### src/rtl/mem_req_arbiter_if.sv
// Request/response bundle between the two requesters, the arbiter and mem_cntrl.
// The slave modport is the arbiter's view; master is the view of everything around it.
interface mem_req_arbiter_if #(
  parameter int ADDR_WIDTH = 16,
  parameter int DATA_WIDTH = 16
);
  logic [ADDR_WIDTH-1:0] f_addr;
  logic                  f_r_en;
  logic [DATA_WIDTH-1:0] f_data;
  logic                  f_cplt;

  logic [ADDR_WIDTH-1:0] d_addr;
  logic [DATA_WIDTH-1:0] d_wdata;
  logic                  d_r_en;
  logic                  d_w_en;
  logic [DATA_WIDTH-1:0] d_rdata;
  logic                  d_cplt;

  logic [ADDR_WIDTH-1:0] mem_addr;
  logic [DATA_WIDTH-1:0] mem_data_in;
  logic                  mem_r_en;
  logic                  mem_w_en;
  logic                  mem_rdy;
  logic                  mem_cplt;
  logic [DATA_WIDTH-1:0] mem_data_out;

  logic                  busy;

  modport slave (
    input  f_addr, f_r_en, d_addr, d_wdata, d_r_en, d_w_en,
    input  mem_rdy, mem_cplt, mem_data_out,
    output f_data, f_cplt, d_rdata, d_cplt,
    output mem_addr, mem_data_in, mem_r_en, mem_w_en, busy
  );

  modport master (
    output f_addr, f_r_en, d_addr, d_wdata, d_r_en, d_w_en,
    output mem_rdy, mem_cplt, mem_data_out,
    input  f_data, f_cplt, d_rdata, d_cplt,
    input  mem_addr, mem_data_in, mem_r_en, mem_w_en, busy
  );
endinterface

### src/rtl/mem_req_arbiter.sv
// Round-robin arbiter merging instruction fetch (port 0) and CPU data (port 1)
// onto mem_cntrl, with one outstanding transaction and registered outputs.
module mem_req_arbiter #(
  parameter int ADDR_WIDTH = 16,
  parameter int DATA_WIDTH = 16
) (
  input  logic              clk,
  input  logic              rst,
  mem_req_arbiter_if.slave  bus
);

  typedef enum logic [1:0] {IDLE, ISSUE, WAIT} state_t;

  state_t                state, state_nxt;
  logic                  grant, grant_nxt;
  logic                  last_grant, last_grant_nxt;
  logic                  op_wr, op_wr_nxt;
  logic [ADDR_WIDTH-1:0] mem_addr_q, mem_addr_nxt;
  logic [DATA_WIDTH-1:0] mem_data_in_q, mem_data_in_nxt;
  logic                  mem_r_en_q, mem_r_en_nxt;
  logic                  mem_w_en_q, mem_w_en_nxt;
  logic [DATA_WIDTH-1:0] f_data_q, f_data_nxt;
  logic [DATA_WIDTH-1:0] d_rdata_q, d_rdata_nxt;
  logic                  f_cplt_q, f_cplt_nxt;
  logic                  d_cplt_q, d_cplt_nxt;
  logic                  busy_q, busy_nxt;
  logic                  f_req, d_req, sel;

  assign f_req = bus.f_r_en;
  assign d_req = bus.d_r_en | bus.d_w_en;

  // Next-state and next-output logic; grant/sel: 0 = fetch, 1 = data.
  always_comb begin
    state_nxt       = state;
    grant_nxt       = grant;
    last_grant_nxt  = last_grant;
    op_wr_nxt       = op_wr;
    mem_addr_nxt    = mem_addr_q;
    mem_data_in_nxt = mem_data_in_q;
    mem_r_en_nxt    = mem_r_en_q;
    mem_w_en_nxt    = mem_w_en_q;
    f_data_nxt      = f_data_q;
    d_rdata_nxt     = d_rdata_q;
    f_cplt_nxt      = 1'b0;
    d_cplt_nxt      = 1'b0;
    busy_nxt        = busy_q;
    sel             = 1'b0;

    case (state)
      IDLE: begin
        if (f_req | d_req) begin
          sel       = (f_req & d_req) ? ~last_grant : d_req;
          grant_nxt = sel;
          if (sel) begin
            mem_addr_nxt    = bus.d_addr;
            mem_data_in_nxt = bus.d_wdata;
            op_wr_nxt       = bus.d_w_en;
          end else begin
            mem_addr_nxt    = bus.f_addr;
            op_wr_nxt       = 1'b0;
          end
          mem_r_en_nxt = ~op_wr_nxt;
          mem_w_en_nxt = op_wr_nxt;
          busy_nxt     = 1'b1;
          state_nxt    = ISSUE;
        end
      end
      ISSUE: begin
        if (bus.mem_rdy) begin
          mem_r_en_nxt = 1'b0;
          mem_w_en_nxt = 1'b0;
          state_nxt    = WAIT;
        end
      end
      WAIT: begin
        if (bus.mem_cplt) begin
          // Write completions leave the read-data registers untouched.
          if (grant) begin
            d_cplt_nxt = 1'b1;
            if (!op_wr) d_rdata_nxt = bus.mem_data_out;
          end else begin
            f_cplt_nxt = 1'b1;
            f_data_nxt = bus.mem_data_out;
          end
          last_grant_nxt = grant;
          busy_nxt       = 1'b0;
          state_nxt      = IDLE;
        end
      end
      default: state_nxt = IDLE;
    endcase
  end

  always_ff @(posedge clk or posedge rst) begin
    if (rst) begin
      state         <= IDLE;
      grant         <= 1'b0;
      last_grant    <= 1'b1;
      op_wr         <= 1'b0;
      mem_addr_q    <= '0;
      mem_data_in_q <= '0;
      mem_r_en_q    <= 1'b0;
      mem_w_en_q    <= 1'b0;
      f_data_q      <= '0;
      d_rdata_q     <= '0;
      f_cplt_q      <= 1'b0;
      d_cplt_q      <= 1'b0;
      busy_q        <= 1'b0;
    end else begin
      state         <= state_nxt;
      grant         <= grant_nxt;
      last_grant    <= last_grant_nxt;
      op_wr         <= op_wr_nxt;
      mem_addr_q    <= mem_addr_nxt;
      mem_data_in_q <= mem_data_in_nxt;
      mem_r_en_q    <= mem_r_en_nxt;
      mem_w_en_q    <= mem_w_en_nxt;
      f_data_q      <= f_data_nxt;
      d_rdata_q     <= d_rdata_nxt;
      f_cplt_q      <= f_cplt_nxt;
      d_cplt_q      <= d_cplt_nxt;
      busy_q        <= busy_nxt;
    end
  end

  assign bus.mem_addr    = mem_addr_q;
  assign bus.mem_data_in = mem_data_in_q;
  assign bus.mem_r_en    = mem_r_en_q;
  assign bus.mem_w_en    = mem_w_en_q;
  assign bus.f_data      = f_data_q;
  assign bus.d_rdata     = d_rdata_q;
  assign bus.f_cplt      = f_cplt_q;
  assign bus.d_cplt      = d_cplt_q;
  assign bus.busy        = busy_q;

endmodule
### src/flat_wrapper.sv
// flat-port wrapper written by rule: the top's interface ports become plain ports
module mem_req_arbiter_flat 
#(
  parameter int ADDR_WIDTH = 16,
  parameter int DATA_WIDTH = 16
)
  (clk, rst, bus_f_addr, bus_f_r_en, bus_d_addr, bus_d_wdata, bus_d_r_en, bus_d_w_en, bus_mem_rdy, bus_mem_cplt, bus_mem_data_out, bus_f_data, bus_f_cplt, bus_d_rdata, bus_d_cplt, bus_mem_addr, bus_mem_data_in, bus_mem_r_en, bus_mem_w_en, bus_busy);
  mem_req_arbiter_if #(.ADDR_WIDTH(ADDR_WIDTH), .DATA_WIDTH(DATA_WIDTH)) bus_i ();
  input  logic clk;
  input  logic rst;
  input wire logic [$bits(bus_i.f_addr)-1:0] bus_f_addr;
  input wire logic [$bits(bus_i.f_r_en)-1:0] bus_f_r_en;
  input wire logic [$bits(bus_i.d_addr)-1:0] bus_d_addr;
  input wire logic [$bits(bus_i.d_wdata)-1:0] bus_d_wdata;
  input wire logic [$bits(bus_i.d_r_en)-1:0] bus_d_r_en;
  input wire logic [$bits(bus_i.d_w_en)-1:0] bus_d_w_en;
  input wire logic [$bits(bus_i.mem_rdy)-1:0] bus_mem_rdy;
  input wire logic [$bits(bus_i.mem_cplt)-1:0] bus_mem_cplt;
  input wire logic [$bits(bus_i.mem_data_out)-1:0] bus_mem_data_out;
  output wire logic [$bits(bus_i.f_data)-1:0] bus_f_data;
  output wire logic [$bits(bus_i.f_cplt)-1:0] bus_f_cplt;
  output wire logic [$bits(bus_i.d_rdata)-1:0] bus_d_rdata;
  output wire logic [$bits(bus_i.d_cplt)-1:0] bus_d_cplt;
  output wire logic [$bits(bus_i.mem_addr)-1:0] bus_mem_addr;
  output wire logic [$bits(bus_i.mem_data_in)-1:0] bus_mem_data_in;
  output wire logic [$bits(bus_i.mem_r_en)-1:0] bus_mem_r_en;
  output wire logic [$bits(bus_i.mem_w_en)-1:0] bus_mem_w_en;
  output wire logic [$bits(bus_i.busy)-1:0] bus_busy;
  assign bus_i.f_addr = bus_f_addr;
  assign bus_i.f_r_en = bus_f_r_en;
  assign bus_i.d_addr = bus_d_addr;
  assign bus_i.d_wdata = bus_d_wdata;
  assign bus_i.d_r_en = bus_d_r_en;
  assign bus_i.d_w_en = bus_d_w_en;
  assign bus_i.mem_rdy = bus_mem_rdy;
  assign bus_i.mem_cplt = bus_mem_cplt;
  assign bus_i.mem_data_out = bus_mem_data_out;
  assign bus_f_data = bus_i.f_data;
  assign bus_f_cplt = bus_i.f_cplt;
  assign bus_d_rdata = bus_i.d_rdata;
  assign bus_d_cplt = bus_i.d_cplt;
  assign bus_mem_addr = bus_i.mem_addr;
  assign bus_mem_data_in = bus_i.mem_data_in;
  assign bus_mem_r_en = bus_i.mem_r_en;
  assign bus_mem_w_en = bus_i.mem_w_en;
  assign bus_busy = bus_i.busy;
  mem_req_arbiter #(.ADDR_WIDTH(ADDR_WIDTH), .DATA_WIDTH(DATA_WIDTH)) u_core (.clk(clk), .rst(rst), .bus(bus_i));
endmodule
### config.mk
export PLATFORM = sky130hd
export DESIGN_NAME = mem_req_arbiter_flat
export DESIGN_NICKNAME = d
export VERILOG_FILES = /design/src/rtl/mem_req_arbiter_if.sv /design/src/rtl/mem_req_arbiter.sv /design/src/flat_wrapper.sv
export SDC_FILE = /design/constraint.sdc
export NUM_CORES = 1
export LEC_CHECK = 0
export CAP_MARGIN = 0
export CORE_ASPECT_RATIO = 0.5
export CORE_MARGIN = 1
export CORE_UTILIZATION = 35
export DETAILED_ROUTE_END_ITERATION = 8
export GPL_TIMING_DRIVEN = 0
export PLACE_DENSITY = 0.7
export SLEW_MARGIN = 20
export SYNTH_ARGS = -nofsm -noshare
export SYNTH_HDL_FRONTEND = slang
export SYNTH_SLANG_ARGS = --single-unit
### constraint.sdc
create_clock -name clk -period 4.4 [get_ports clk]
set_input_delay 0.88 -clock clk [delete_from_list [all_inputs] [get_ports clk]]
set_output_delay 0.88 -clock clk [all_outputs]
set_load 0.005 [all_outputs]
==> results.py <==
metrics = {
    "status": {
        "run_status": "complete, no violations",
    },
    "die": {
        "die_y_um": 67.9,
        "die-area_um2": 9090,
        "fp-row-count": 23,
        "boundaryPins": 140,
        "core-area_um2": 8200,
        "die_w_um": 134,
        "start_util": 0.371,
    },
    "worst_setup_path": {
        "critPathArrivalTime_ns": 2.69,
        "critical_path.max_stage_delay_ns": 0.45,
        "crit_path_end_kind": "flip-flop",
        "required_ns": 4.61,
        "critPathMaxFanout": 10,
        "critPathKind": "primary input to flip-flop",
        "start_kind": "primary input",
        "crit_top_cell": "mux2_2",
        "critical-path-slowest-cell": "clkdlybuf4s50_1",
        "path_cells": "clkdlybuf4s50_1 > o2bb2ai_2 > buf_2 > mux2_2 > mux2_2",
        "path_delay_family": "buffers and inverters",
        "crit_buf_inv": 2,
    },
    "synth": {
        "synth_flop_cell": "dfrtp_1",
        "netlist_area_um2": 3040,
        "ys_async_sr_fraction": 1.00,
        "synth_edf_count": 0,
        "synth.distinct_cells": 25,
        "avgSynthCellArea_um2": 15.9,
        "ys_seq_area_frac": 0.609,
        "postSynthCellCount": 191,
        "yosys_warnings": 0,
        "synth-seq-cells": 74,
        "synth_nets": 262,
    },
    "layout": {
        "finish.utilization": 0.604,
        "final_cell_mix": "clkdlybuf4s50_1 (139), dfrtp_1 (73), mux2_2 (71)",
        "drive_above_1_share": 0.320,
        "area_growth_pct": 62.7,
        "final_common_cell": "clkdlybuf4s50_1",
        "layout.nets": 413,
        "antennaDiodeCount": 0,
        "nFillCells": 644,
    },
    "detailed_routing": {
        "antenna_left": 0,
        "routed_wl_um": 7140,
        "viasPerCell": 4.59,
        "drc": 0,
        "dr_total_vias": 2107,
        "firstDrtPassIters": 4,
        "wl_per_cell_um": 15.5,
        "drt-initial-drc-count": 35,
    },
    "sta": {
        "finalMaxSlewViolations": 0,
        "period_share": 0.564,
        "fmax_ghz": 0.403,
        "setup_viol": 0,
        "hold_viol": 0,
        "slew_headroom": 0.578,
        "worst_clock_skew_ns": 0.00431,
        "period_minus_slack_ns": 2.48,
        "worst_pin_slew_ns": 0.630,
        "rsz0062_at_grt": "no",
        "tns_ns": 0,
    },
    "clock_tree": {
        "cts_resized": 0,
        "clk_pin_slew_worst_paths_ns": 0.05,
        "cts_root_buffer": "clkbuf_16",
        "cts_buffers": 9,
        "cts_setup_buffers": 0,
        "cts_hold_buf": 0,
        "htreeDepth": 3,
        "cts_buffer_depth": 2,
        "clkLatencyLatePin_ns": 0.33,
        "clock-sinks": 74,
        "cts_tree": "yes",
    },
    "global_routing": {
        "grt_remaining_overflow": 0,
        "grt_max_degree": 46,
        "grt_pass1_wl_um": 11200,
        "grtUsageTotal": 0.167,
        "grt_pass1_vias": 2261,
        "antenna_found_initial": 0,
    },
    "place": {
        "globalplace.congestion": 0.731,
        "hpwl_um": 5400,
        "portBuffers": 139,
    },
    "power_and_ir_drop": {
        "p_total_mw": 3.46,
        "p_leak_nw": 2.10,
        "ir_drop_mv": 0.331,
        "power_density_nw_per_um2": 698,
    },
    "hold_path": {
        "hp-class": "flip-flop to flip-flop",
    },
    "run": {
        "maxCapViolations": 0,
    },
}
-- kinds of logic (layout without fill, tap and decap cells) --
logic type	Yosys count	count (layout)	share of synthesized area
and+or+nand+nor	17	17	0.0341
DFF	74	74	0.609
muxes	81	81	0.311
buffers and inverters	12	168	0.0284
AOI/OAI and AO/OA	7	7	0.0177
-- report_power, final --
part	total (mW)	leakage (nW)	internal [mW]	switching (mW)
logic	1.42	1.04	0.984	0.434
clock network	0.848	0.169	0.585	0.264
registers	1.19	0.892	1.02	0.173
-- path summary, 6_finish.rpt --
kind / cells after the start / end / startpoint / slack, ns
min in group asynchronous: 2 / u_core.bus.f_data[0]$_DFFE_PP0P_ / rst / 0.89
worst min register to register: 2 / u_core.bus.busy$_DFFE_PP0P_ / u_core.bus.busy$_DFFE_PP0P_ / 0.49
worst max register to register: 4 / u_core.bus.mem_addr[15]$_DFFE_PP0P_ / u_core.last_grant$_DFFE_PP1P_ / 2.53
max in group asynchronous: 3 / u_core.last_grant$_DFFE_PP1P_ / rst / 2.90
worst min-delay path: 2 / u_core.bus.busy$_DFFE_PP0P_ / u_core.bus.busy$_DFFE_PP0P_ / 0.49
worst max-delay path: 5 / u_core.bus.mem_addr[15]$_DFFE_PP0P_ / bus_d_w_en / 1.92
-- registers in the layout (all words and copies together) (netlist names) --
name	count
u_core.grant	1
u_core.bus.busy	1
u_core.bus.f_data	16
u_core.state	2
u_core.bus.d_cplt	1
u_core.op_wr	1
u_core.bus.mem_addr	16
u_core.bus.mem_data_in	16
u_core.bus.mem_w_en	1
u_core.bus.mem_r_en	1
u_core.last_grant	1
u_core.bus.f_cplt	1
u_core.bus.d_rdata	16
-- synth_stat cells (2+ instances only) --
| cell type | n | share of area |
|---|---|---|
| o21ai_0 | 3 | 0.0049 |
| buf_2 | 3 | 0.0049 |
| inv_1 | 3 | 0.0037 |
| mux2_2 | 71 | 0.26 |
| buf_6 | 3 | 0.011 |
| nand2_1 | 5 | 0.0062 |
| nor2_2 | 2 | 0.0041 |
| mux2_4 | 9 | 0.044 |
| dfrtp_1 | 73 | 0.60 |
| nand2b_1 | 2 | 0.0041 |
| or3_1 | 2 | 0.0041 |
| nand3b_1 | 2 | 0.0049 |
-- layout make-up --
type,count,area (um2),area share
Tap cell,112,140,0.0283
Inverter,3,13.8,0.00278
Buffer,9,75.1,0.0152
Clock inverter,4,97.6,0.0197
Multi-Input combinational cell,105,1100,0.223
Timing Repair Buffer,140,1410,0.285
Clock buffer,12,256,0.0518
Sequential cell,74,1850,0.374
-- per-stage QoR --
step	setup WS (ns)	area (um2)	hold WS [ns]	cells
2_1_floorplan	1.64	3040	0.453	191
3_3_place_gp	0.549	4570	0.468	442
3_5_place_dp	1.51	4600	0.475	443
4_1_cts	1.89	4950	0.496	459
5_1_grt	1.78	4950	0.509	459
6_report	1.92	4950	0.486	459
-- tightest hold or removal path: cells and delay by family, from the launching register on --
kind | cells | cell delay [ns]
flops | 1 | 0.34
simple gates | 2 | 0.11
-- layer usage --
metal,vias up,part of all wire,GRT usage
li1,986,-,-
met1,1063,0.40,0.181
met2,51,0.55,0.315
met3,7,0.039,0.0578
met4,0,0.0088,0.0483
met5,-,0,0
Note: power is estimated with default switching activity, not from simulation.
